--- config.mk ---
export PLATFORM = sky130hd
export DESIGN_NAME = scan_peak_finder_flat
export DESIGN_NICKNAME = d
export VERILOG_FILES = /design/src/rtl/lock_scan_pkg.sv /design/src/rtl/scan_peak_finder_if.sv /design/src/rtl/scan_extreme_tracker.sv /design/src/rtl/scan_peak_finder.sv /design/src/flat_wrapper.sv
export SDC_FILE = /design/constraint.sdc
export NUM_CORES = 1
export LEC_CHECK = 0
export BUFFER_PORTS_ARGS = -buffer_cell sky130_fd_sc_hd__buf_2
export CORE_MARGIN = 5
export CORE_UTILIZATION = 40
export DETAILED_ROUTE_END_ITERATION = 10
export GPL_ROUTABILITY_DRIVEN = 0
export SYNTH_ARGS = -nofsm -noshare
export SYNTH_HDL_FRONTEND = slang
export SYNTH_SLANG_ARGS = --single-unit
--- constraint.sdc ---
create_clock -name clk -period 2.2 [get_ports clk]
set_input_delay 0.44 -clock clk [delete_from_list [all_inputs] [get_ports clk]]
set_output_delay 0.44 -clock clk [all_outputs]
set_load 0.01 [all_outputs]
--- src/rtl/lock_scan_pkg.sv ---
// lock_scan_pkg: shared constants and FSM encoding for the scan peak finder
package lock_scan_pkg;
    localparam int R_DEF = 14;
    localparam int CW_DEF = 32;
    typedef enum logic [1:0] {IDLE = 2'd0, ARMED = 2'd1, SCAN = 2'd2} scan_state_t;
endpackage

--- src/rtl/scan_peak_finder_if.sv ---
// scan_peak_finder_if: scanner inputs and per-period result outputs of the peak finder
interface scan_peak_finder_if import lock_scan_pkg::*; #(
    parameter int R = R_DEF,
    parameter int CW = CW_DEF
);
    logic scan_enable;
    logic signed [R-1:0] ramp_in;
    logic trigger_low;
    logic signed [R-1:0] sig_in;
    logic [CW-1:0] timeout_cycles;
    logic signed [R-1:0] max_val;
    logic signed [R-1:0] max_pos;
    logic signed [R-1:0] min_val;
    logic signed [R-1:0] min_pos;
    logic [R:0] contrast;
    logic [CW-1:0] period_len;
    logic result_valid;
    logic timeout;
    logic zc_found;
    logic signed [R-1:0] zc_pos;
    modport master (
        output scan_enable, ramp_in, trigger_low, sig_in, timeout_cycles,
        input max_val, max_pos, min_val, min_pos, contrast, period_len, result_valid, timeout, zc_found, zc_pos
    );
    modport slave (
        input scan_enable, ramp_in, trigger_low, sig_in, timeout_cycles,
        output max_val, max_pos, min_val, min_pos, contrast, period_len, result_valid, timeout, zc_found, zc_pos
    );
endinterface

--- src/rtl/scan_extreme_tracker.sv ---
// scan_extreme_tracker: running max (IS_MAX=1) or min of sig with its position; seed restarts the period
module scan_extreme_tracker #(
    parameter int R = 14,
    parameter bit IS_MAX = 1'b1
) (
    input  logic clk,
    input  logic rst,
    input  logic seed,
    input  logic en,
    input  logic signed [R-1:0] sig,
    input  logic signed [R-1:0] pos,
    output logic signed [R-1:0] val,
    output logic signed [R-1:0] val_pos
);
    logic better;
    // strict compare keeps the first occurrence on ties
    assign better = IS_MAX ? (sig > val) : (sig < val);
    always_ff @(posedge clk) begin
        if (rst) begin
            val <= '0;
            val_pos <= '0;
        end else if (seed || (en && better)) begin
            val <= sig;
            val_pos <= pos;
        end
    end
endmodule

--- src/rtl/scan_peak_finder.sv ---
// scan_peak_finder: per-scan-period max/min/contrast/length characterisation of the signal vs ramp.
// Optional zero-crossing capture enabled by defining ZERO_CROSS_EN.
module scan_peak_finder import lock_scan_pkg::*; #(
    parameter int R = R_DEF,
    parameter int CW = CW_DEF
) (
    input logic clk,
    input logic rst,
    scan_peak_finder_if.slave bus
);
    scan_state_t state;
    logic signed [R-1:0] ramp_r, sig_r, mx, mx_pos, mn, mn_pos, zc_p;
    logic trig_r, run, seed, track, latch, expire, zc_f;
    logic [CW-1:0] cnt;
    always_ff @(posedge clk) begin
        if (rst) begin
            ramp_r <= '0;
            sig_r <= '0;
            trig_r <= 1'b0;
        end else begin
            ramp_r <= bus.ramp_in;
            sig_r <= bus.sig_in;
            trig_r <= bus.trigger_low;
        end
    end
    assign run = bus.scan_enable && (state != IDLE);
    assign seed = run && trig_r;
    assign track = run && (state == SCAN) && !trig_r;
    assign latch = seed && (state == SCAN);
    assign expire = track && (bus.timeout_cycles != '0) && (cnt == bus.timeout_cycles);
    scan_extreme_tracker #(.R(R), .IS_MAX(1'b1)) u_max (
        .clk(clk), .rst(rst), .seed(seed), .en(track), .sig(sig_r), .pos(ramp_r), .val(mx), .val_pos(mx_pos)
    );
    scan_extreme_tracker #(.R(R), .IS_MAX(1'b0)) u_min (
        .clk(clk), .rst(rst), .seed(seed), .en(track), .sig(sig_r), .pos(ramp_r), .val(mn), .val_pos(mn_pos)
    );
`ifdef ZERO_CROSS_EN
    logic prev_neg, zc_acc;
    logic signed [R-1:0] zc_pos_acc;
    always_ff @(posedge clk) begin
        if (rst) begin
            prev_neg <= 1'b0;
            zc_acc <= 1'b0;
            zc_pos_acc <= '0;
        end else if (seed) begin
            prev_neg <= sig_r[R-1];
            zc_acc <= 1'b0;
            zc_pos_acc <= '0;
        end else if (track) begin
            prev_neg <= sig_r[R-1];
            if (!zc_acc && (sig_r[R-1] != prev_neg)) begin
                zc_acc <= 1'b1;
                zc_pos_acc <= ramp_r;
            end
        end
    end
    assign zc_f = zc_acc;
    assign zc_p = zc_pos_acc;
`else
    assign zc_f = 1'b0;
    assign zc_p = '0;
`endif
    always_ff @(posedge clk) begin
        if (rst) begin
            state <= IDLE;
            cnt <= '0;
            bus.max_val <= '0;
            bus.max_pos <= '0;
            bus.min_val <= '0;
            bus.min_pos <= '0;
            bus.contrast <= '0;
            bus.period_len <= '0;
            bus.result_valid <= 1'b0;
            bus.timeout <= 1'b0;
            bus.zc_found <= 1'b0;
            bus.zc_pos <= '0;
        end else begin
            bus.result_valid <= latch;
            if (!bus.scan_enable) state <= IDLE;
            else if (state == IDLE) state <= ARMED;
            else if (seed) state <= SCAN;
            else if (expire) state <= ARMED;
            // the trigger sample opens the next period, so it already counts as 1
            if (seed) cnt <= CW'(1);
            else if (track && !(&cnt)) cnt <= cnt + CW'(1);
            if (expire) bus.timeout <= 1'b1;
            if (latch) begin
                bus.max_val <= mx;
                bus.max_pos <= mx_pos;
                bus.min_val <= mn;
                bus.min_pos <= mn_pos;
                bus.contrast <= {mx[R-1], mx} - {mn[R-1], mn};
                bus.period_len <= cnt;
                bus.timeout <= 1'b0;
                bus.zc_found <= zc_f;
                bus.zc_pos <= zc_p;
            end
        end
    end
endmodule

--- src/flat_wrapper.sv ---
// flat-port wrapper written by rule: the top's interface ports become plain ports
module scan_peak_finder_flat import lock_scan_pkg::*;
#(
    parameter int R = R_DEF,
    parameter int CW = CW_DEF
)
  (clk, rst, bus_scan_enable, bus_ramp_in, bus_trigger_low, bus_sig_in, bus_timeout_cycles, bus_max_val, bus_max_pos, bus_min_val, bus_min_pos, bus_contrast, bus_period_len, bus_result_valid, bus_timeout, bus_zc_found, bus_zc_pos);
  scan_peak_finder_if #(.R(R), .CW(CW)) bus_i ();
  input logic clk;
  input logic rst;
  input wire logic [$bits(bus_i.scan_enable)-1:0] bus_scan_enable;
  input wire logic [$bits(bus_i.ramp_in)-1:0] bus_ramp_in;
  input wire logic [$bits(bus_i.trigger_low)-1:0] bus_trigger_low;
  input wire logic [$bits(bus_i.sig_in)-1:0] bus_sig_in;
  input wire logic [$bits(bus_i.timeout_cycles)-1:0] bus_timeout_cycles;
  output wire logic [$bits(bus_i.max_val)-1:0] bus_max_val;
  output wire logic [$bits(bus_i.max_pos)-1:0] bus_max_pos;
  output wire logic [$bits(bus_i.min_val)-1:0] bus_min_val;
  output wire logic [$bits(bus_i.min_pos)-1:0] bus_min_pos;
  output wire logic [$bits(bus_i.contrast)-1:0] bus_contrast;
  output wire logic [$bits(bus_i.period_len)-1:0] bus_period_len;
  output wire logic [$bits(bus_i.result_valid)-1:0] bus_result_valid;
  output wire logic [$bits(bus_i.timeout)-1:0] bus_timeout;
  output wire logic [$bits(bus_i.zc_found)-1:0] bus_zc_found;
  output wire logic [$bits(bus_i.zc_pos)-1:0] bus_zc_pos;
  assign bus_i.scan_enable = bus_scan_enable;
  assign bus_i.ramp_in = bus_ramp_in;
  assign bus_i.trigger_low = bus_trigger_low;
  assign bus_i.sig_in = bus_sig_in;
  assign bus_i.timeout_cycles = bus_timeout_cycles;
  assign bus_max_val = bus_i.max_val;
  assign bus_max_pos = bus_i.max_pos;
  assign bus_min_val = bus_i.min_val;
  assign bus_min_pos = bus_i.min_pos;
  assign bus_contrast = bus_i.contrast;
  assign bus_period_len = bus_i.period_len;
  assign bus_result_valid = bus_i.result_valid;
  assign bus_timeout = bus_i.timeout;
  assign bus_zc_found = bus_i.zc_found;
  assign bus_zc_pos = bus_i.zc_pos;
  scan_peak_finder #(.R(R), .CW(CW)) u_core (.clk(clk), .rst(rst), .bus(bus_i));
endmodule
==> results.ini, run 1 <==
[place]
pre_cts_ws_ns=-0.231
hpwlAfterDp_mm=17.2
dp.cells=1498
port_buffers=168
place_area_mm2=0.0112

[die]
fp.dieArea_mm2=0.0265
die_h_um=163
core-area_mm2=0.0228
rows=55
die_w_um=163
initial_core_util_pct=40.9
io-pin-count=184

[outcome]
outcome=finished, violations left
violations=setup timing

[synth]
seq_area_frac_synth_pct=48.1
synth_flop_cell=dfxtp_1
avgSynthCellArea_um2=9.68
synth_cells=963
async_flop_share_pct=0
synth_common_cells=dfxtp_1, nor2_1, nand2_1
ys_warn_count=0
syn_area_mm2=0.00933
synth_area_leaders=dfxtp_1, mux2i_1, a22o_1, ha_1, nor2_1
synth_cell_types=56
synth_edf_count=0
yosysTopAreaCell=dfxtp_1
ys_ff_latch=224
synth_top_area_share_pct=48.1
synthMostInstantiatedCell=dfxtp_1

[final_layout]
antenna_cells=0
nNetsFinal=1338
drive_gt1_share_pct=34.2
final_util_pct=55.8
top_regs=u_core.bus.period_len: 32 flops, u_core.cnt: 32 flops, u_core.bus.contrast: 15 flops
stdcell_area_mm2=0.0127
final_cell_count_no_fill=1557
area_growth_pct=36.3
nFillCells=2073

[power_and_ir_drop]
p_leak_nw=5.59
vdd_drop_max_v=0.000592
power_density_mw_per_mm2=677
power_mw=8.61

[sta]
period_share_pct=108
fin_crit_ns=2.39
slew_headroom_pct=35.3
rsz0062_at_grt=true
finalSetupTns_ns=-4.40
holdWs_ns=0.134
finalHoldViolCount=0
slew_viol_final=0
worst_pin_slew_ns=0.971
fin_ws_ns=-0.186
setup_viol=43
max_freq_mhz=419
fin_worst_skew_ns=0.0104

[global_routing]
grt_pass1_wl_mm=39.9
grt-ovfl-total=0
grt_max_degree=88
antenna_found_initial=3
track_usage_pct=18.3
first_global_vias=7622

[worst_setup_path]
r2r_cells=11
r2r_setup_slack_ns=-0.19
slowest_delay_ns=0.33
cp_max_fo=5
endpoint_kind=flop
cpMaxStageDelayCell=dfxtp_2
cp_cell_sequence=inv_2 -> ha_4 -> nand4_1 -> nor3_4 -> o31ai_4 -> and4b_1 -> o31ai_4 -> buf_6 -> buf_12 -> mux2i_1 -> nor2_1
startpoint_type=flop
critPathMostFrequentCell=o31ai_4
crit_type=flop to flop
required_ns=2.55
regToRegEndpoint=u_core.u_max.val[0]$_SDFFE_PP0P_
worstPathArrival_ns=2.74
worstReg2RegStart=u_core.u_max.val[11]$_SDFFE_PP0P_

[route]
routed_via_density=4.89
wl_per_cell_um=16.3
drc_errors=0
drt_iter0_drc=398
firstDrtPassIters=6
drt-total-wl_mm=25.4
dr_total_vias=7607
drtAntennaViolNets=0

[hold_path]
whs_path_depth=2
worstHoldEndpoint=u_core.sig_r[1]$_SDFF_PP0_
worstHoldStart=bus_sig_in[1]
hold_path_class=input pin to flop

[flow_run]
maxCapViolCount=0

[clock_network]
clk_pin_slew_ns=0.06
cts_max_path_buffers=3
clk_root_buffer_cell=clkbuf_16
cts.sinks=224
clk_latency_ns=0.51
htreeDepth=1
cts_made_buffers=24
cts_tree=built

## metal layers
layer	GRT usage, %	vias to the layer above	wire length [um]	part of all wire [%]
met2	28.9	150	11600	46
met1	25.6	3566	12000	47
met5	0	-	34	0.13
met3	4.33	42	1310	5.1
met4	4.38	6	489	1.9
li1	-	3843	-	-
## worst max-delay path: cells and delay by family (launching register included)
| family | cells | cell delay, ns |
|---|---|---|
| flip-flops | 1 | 0.33 |
| multiplexers | 1 | 0.18 |
| AND/OR/NAND/NOR | 4 | 0.76 |
| buffers and inverters | 3 | 0.38 |
| AO/OA/AOI/OAI | 2 | 0.33 |
| adder cells (fa/ha/maj) | 1 | 0.25 |
## cell type report
class | count | area [um2] | area share [%]
inverter | 36 | 135 | 1.06
sequential | 224 | 4520 | 35.6
multi-input combinational | 651 | 4900 | 38.5
clock inverter | 4 | 56.3 | 0.443
tap | 313 | 392 | 3.08
clock buffer | 35 | 712 | 5.60
timing repair buffer | 294 | 2000 | 15.7
## power by group
group	internal [mW]	switching, mW	leakage [nW]
Sequential	4.10	0.0294	1.82
Clock	2.34	1.56	0.380
Combinational	0.274	0.305	3.39
Total	6.71	1.90	5.59
## worst max-delay path by stage
stage	end	start	depth (start not counted)
floorplan	u_core.bus.contrast[10]$_SDFFE_PP0P_	u_core.u_min.val[2]$_SDFFE_PP0P_	9
global placement	u_core.bus.contrast[10]$_SDFFE_PP0P_	u_core.u_min.val[2]$_SDFFE_PP0P_	9
detailed placement	u_core.bus.contrast[10]$_SDFFE_PP0P_	u_core.u_max.val[0]$_SDFFE_PP0P_	10
CTS	u_core.u_max.val[8]$_SDFFE_PP0P_	u_core.u_max.val[11]$_SDFFE_PP0P_	11
global route	u_core.u_max.val[4]$_SDFFE_PP0P_	u_core.u_max.val[11]$_SDFFE_PP0P_	11
finish	u_core.u_max.val[0]$_SDFFE_PP0P_	u_core.u_max.val[11]$_SDFFE_PP0P_	11
## placed cells by master, fill, tap and decap left out, types with 23 or more instances in the layout
master     count
nand4_1       23
xor2_1        37
mux2i_1       55
nor2_1       101
xnor2_1       35
inv_1         23
a22o_1        62
clkbuf_16     24
buf_4        106
nor2b_1       31
ha_1          24
o21ai_0       41
dfxtp_2       23
nand2_1       66
dfxtp_1      199
buf_2        167
## logic make-up (layout without fill, tap and decap cells)
| group | after synthesis | in the layout | synth area share, % |
|---|---|---|---|
| adders and majority gates | 43 | 43 | 5.85 |
| DFF | 224 | 224 | 48.1 |
| other | 1 | 15 | 0.0402 |
| and+or+nand+nor | 302 | 302 | 16.0 |
| xor gates and xnor gates | 73 | 73 | 6.86 |
| muxes | 56 | 56 | 6.01 |
| buffers and inverters | 102 | 369 | 5.02 |
| AOI/OAI and AO/OA | 162 | 162 | 12.1 |
## timing repair
action,CTS,global route
pin swaps,21,20
endpoints found under the setup margin,67,76
resized for setup,56,65
setup buffers,6,13
hold buffers,0,0
cloned,4,0
Note: power is estimated with default switching activity, not from simulation.
==> run 2: changes to the inputs <==
clock period = 2.65 ns   (was 2.2 ns; I/O delays follow)
==> results.ini, run 2 (synthesized netlist as in run 1, its figures left out) <==
[outcome]
outcome=completed

[clock_network]
cts_made_buffers=25
cts_tree=built
cts_max_path_buffers=3
htreeDepth=1
clk_pin_slew_ns=0.06
clk_latency_ns=0.51
clk_root_buffer_cell=clkbuf_16
cts.sinks=224

[die]
die_w_um=163
fp.dieArea_mm2=0.0265
initial_core_util_pct=40.9
core-area_mm2=0.0228
io-pin-count=184
rows=55
die_h_um=163

[power_and_ir_drop]
p_int_mw=5.56
pwr-share-comb_pct=5.2
vdd_drop_max_v=0.000494
power_mw=7.09
power_density_mw_per_mm2=627
p_sw_mw=1.52
p_seq_share_pct=48.3
p_leak_nw=4.94
switching_share_pct=21.5
clock_power_share_pct=46.5

[worst_setup_path]
required_ns=3.10
cp_max_fo=4
crit_type=flop to flop
startpoint_type=flop
endpoint_kind=flop
worstPathArrival_ns=2.90

[sta]
max_freq_mhz=409
worst_pin_slew_ns=0.804
rsz0062_at_grt=false
slew_headroom_pct=46.4
finalHoldViolCount=0
finalSetupTns_ns=0
period_share_pct=92.2
setup_viol=0
fin_worst_skew_ns=0.00880
fin_ws_ns=0.206
slew_viol_final=0
fin_crit_ns=2.44

[global_routing]
track_usage_pct=17.2
grt_pass1_wl_mm=37.5
antenna_found_initial=1
grt-ovfl-total=0
grt_max_degree=81
first_global_vias=7165

[route]
drtAntennaViolNets=0
firstDrtPassIters=5
met1_length_mm=10.9
wl_per_cell_um=16.1
dr_total_vias=7192
dr_wl_met2_mm=10.3
top_layer=met5
drc_errors=0
drt-total-wl_mm=23.3
met3_length_mm=1.54
routed_via_density=4.96
drt_iter0_drc=337

[final_layout]
drive_gt1_share_pct=20.8
nFillCells=2129
mostFrequentLayoutCell=dfxtp_1
final_cell_mix=dfxtp_1, buf_2, nor2_1
nNetsFinal=1232
area_growth_pct=21.1
top_regs=u_core.bus.period_len: 32 flops, u_core.cnt: 32 flops, u_core.bus.contrast: 15 flops
antenna_cells=0

[place]
pre_cts_ws_ns=0.0808
port_buffers=168
hpwlAfterDp_mm=16.6

[flow_run]
maxCapViolCount=0

[hold_path]
hold_path_class=input pin to flop

## run 2: cell types whose count changed in the layout (fill, tap and decap cells not counted), moves of 7 or more
cell,delta
buf_4,-90
dfxtp_1,+25
dfxtp_2,-23
ha_1,+18
ha_4,-18
inv_1,+12
inv_2,-12
buf_12,-8
buf_6,-7
o21ai_0,+7
## run 2: layout make-up
cell class	instances	area, um2	share of cell area [%]
clock buffers	33	696	6.16
clock inverters	5	75.1	0.664
inverters	36	135	1.20
multi-input cells	651	4490	39.7
flip-flops and latches	224	4480	39.7
well taps	313	392	3.47
repair buffers	187	1030	9.09
## run 2: path summary, 6_finish.rpt
path,start,to,slack (ns),cells after the start
worst min-delay path,bus_ramp_in[5],u_core.ramp_r[5]$_SDFF_PP0_,0.23,2
worst min register to register,u_core.bus.contrast[14]$_SDFFE_PP0P_,u_core.bus.contrast[14]$_SDFFE_PP0P_,0.45,1
worst max register to register,u_core.u_min.val[2]$_SDFFE_PP0P_,u_core.bus.contrast[14]$_SDFFE_PP0P_,0.21,11
worst max-delay path,u_core.u_min.val[2]$_SDFFE_PP0P_,u_core.bus.contrast[14]$_SDFFE_PP0P_,0.21,11
## run 2: critical path: stages (launching register included)
cell and delay (ns):
dfxtp_1 0.32, inv_1 0.07, ha_1 0.34, nor2b_1 0.15, o21ai_0 0.26, a21oi_2 0.12
o41ai_1 0.29, buf_4 0.20, o211ai_1 0.08, buf_4 0.15, a221oi_2 0.29, a21o_1 0.11
## run 2: per-layer routing
metal	global-route usage, %	up-vias
met5	0	-
met4	4.50	2
met3	4.00	33
met2	27.2	166
met1	23.6	3356
li1	-	3635
## run 2: repair_timing
item,4_1_cts,5_1_grt
endpoints found under the setup margin,0,31
endpoints found under the hold margin,0,0
gates resized for setup,0,6
setup buffers,0,1
hold buffers,0,0
## run 2: power groups by stage
stage                     clock network (mW)  registers, mW  logic, mW
after CTS                               3.39           3.43      0.360
after detailed placement                   0           3.50      0.358
after global placement                     0           3.50      0.357
after floorplan                            0           3.49      0.239
final                                   3.30           3.43      0.365
after global routing                    3.51           3.43      0.407
## run 2: metrics by stage
stage | cell area (um2) | hold WS, ns | std cells | utilization [%]
3_5_place_dp | 10500 | 0.436 | 1410 | 46.1
3_3_place_gp | 10500 | 0.430 | 1410 | 46.1
2_1_floorplan | 9380 | 0.442 | 977 | -
5_1_grt | 11300 | 0.221 | 1449 | 49.6
6_report | 11300 | 0.231 | 1449 | 49.6
4_1_cts | 11300 | 0.209 | 1448 | 49.5
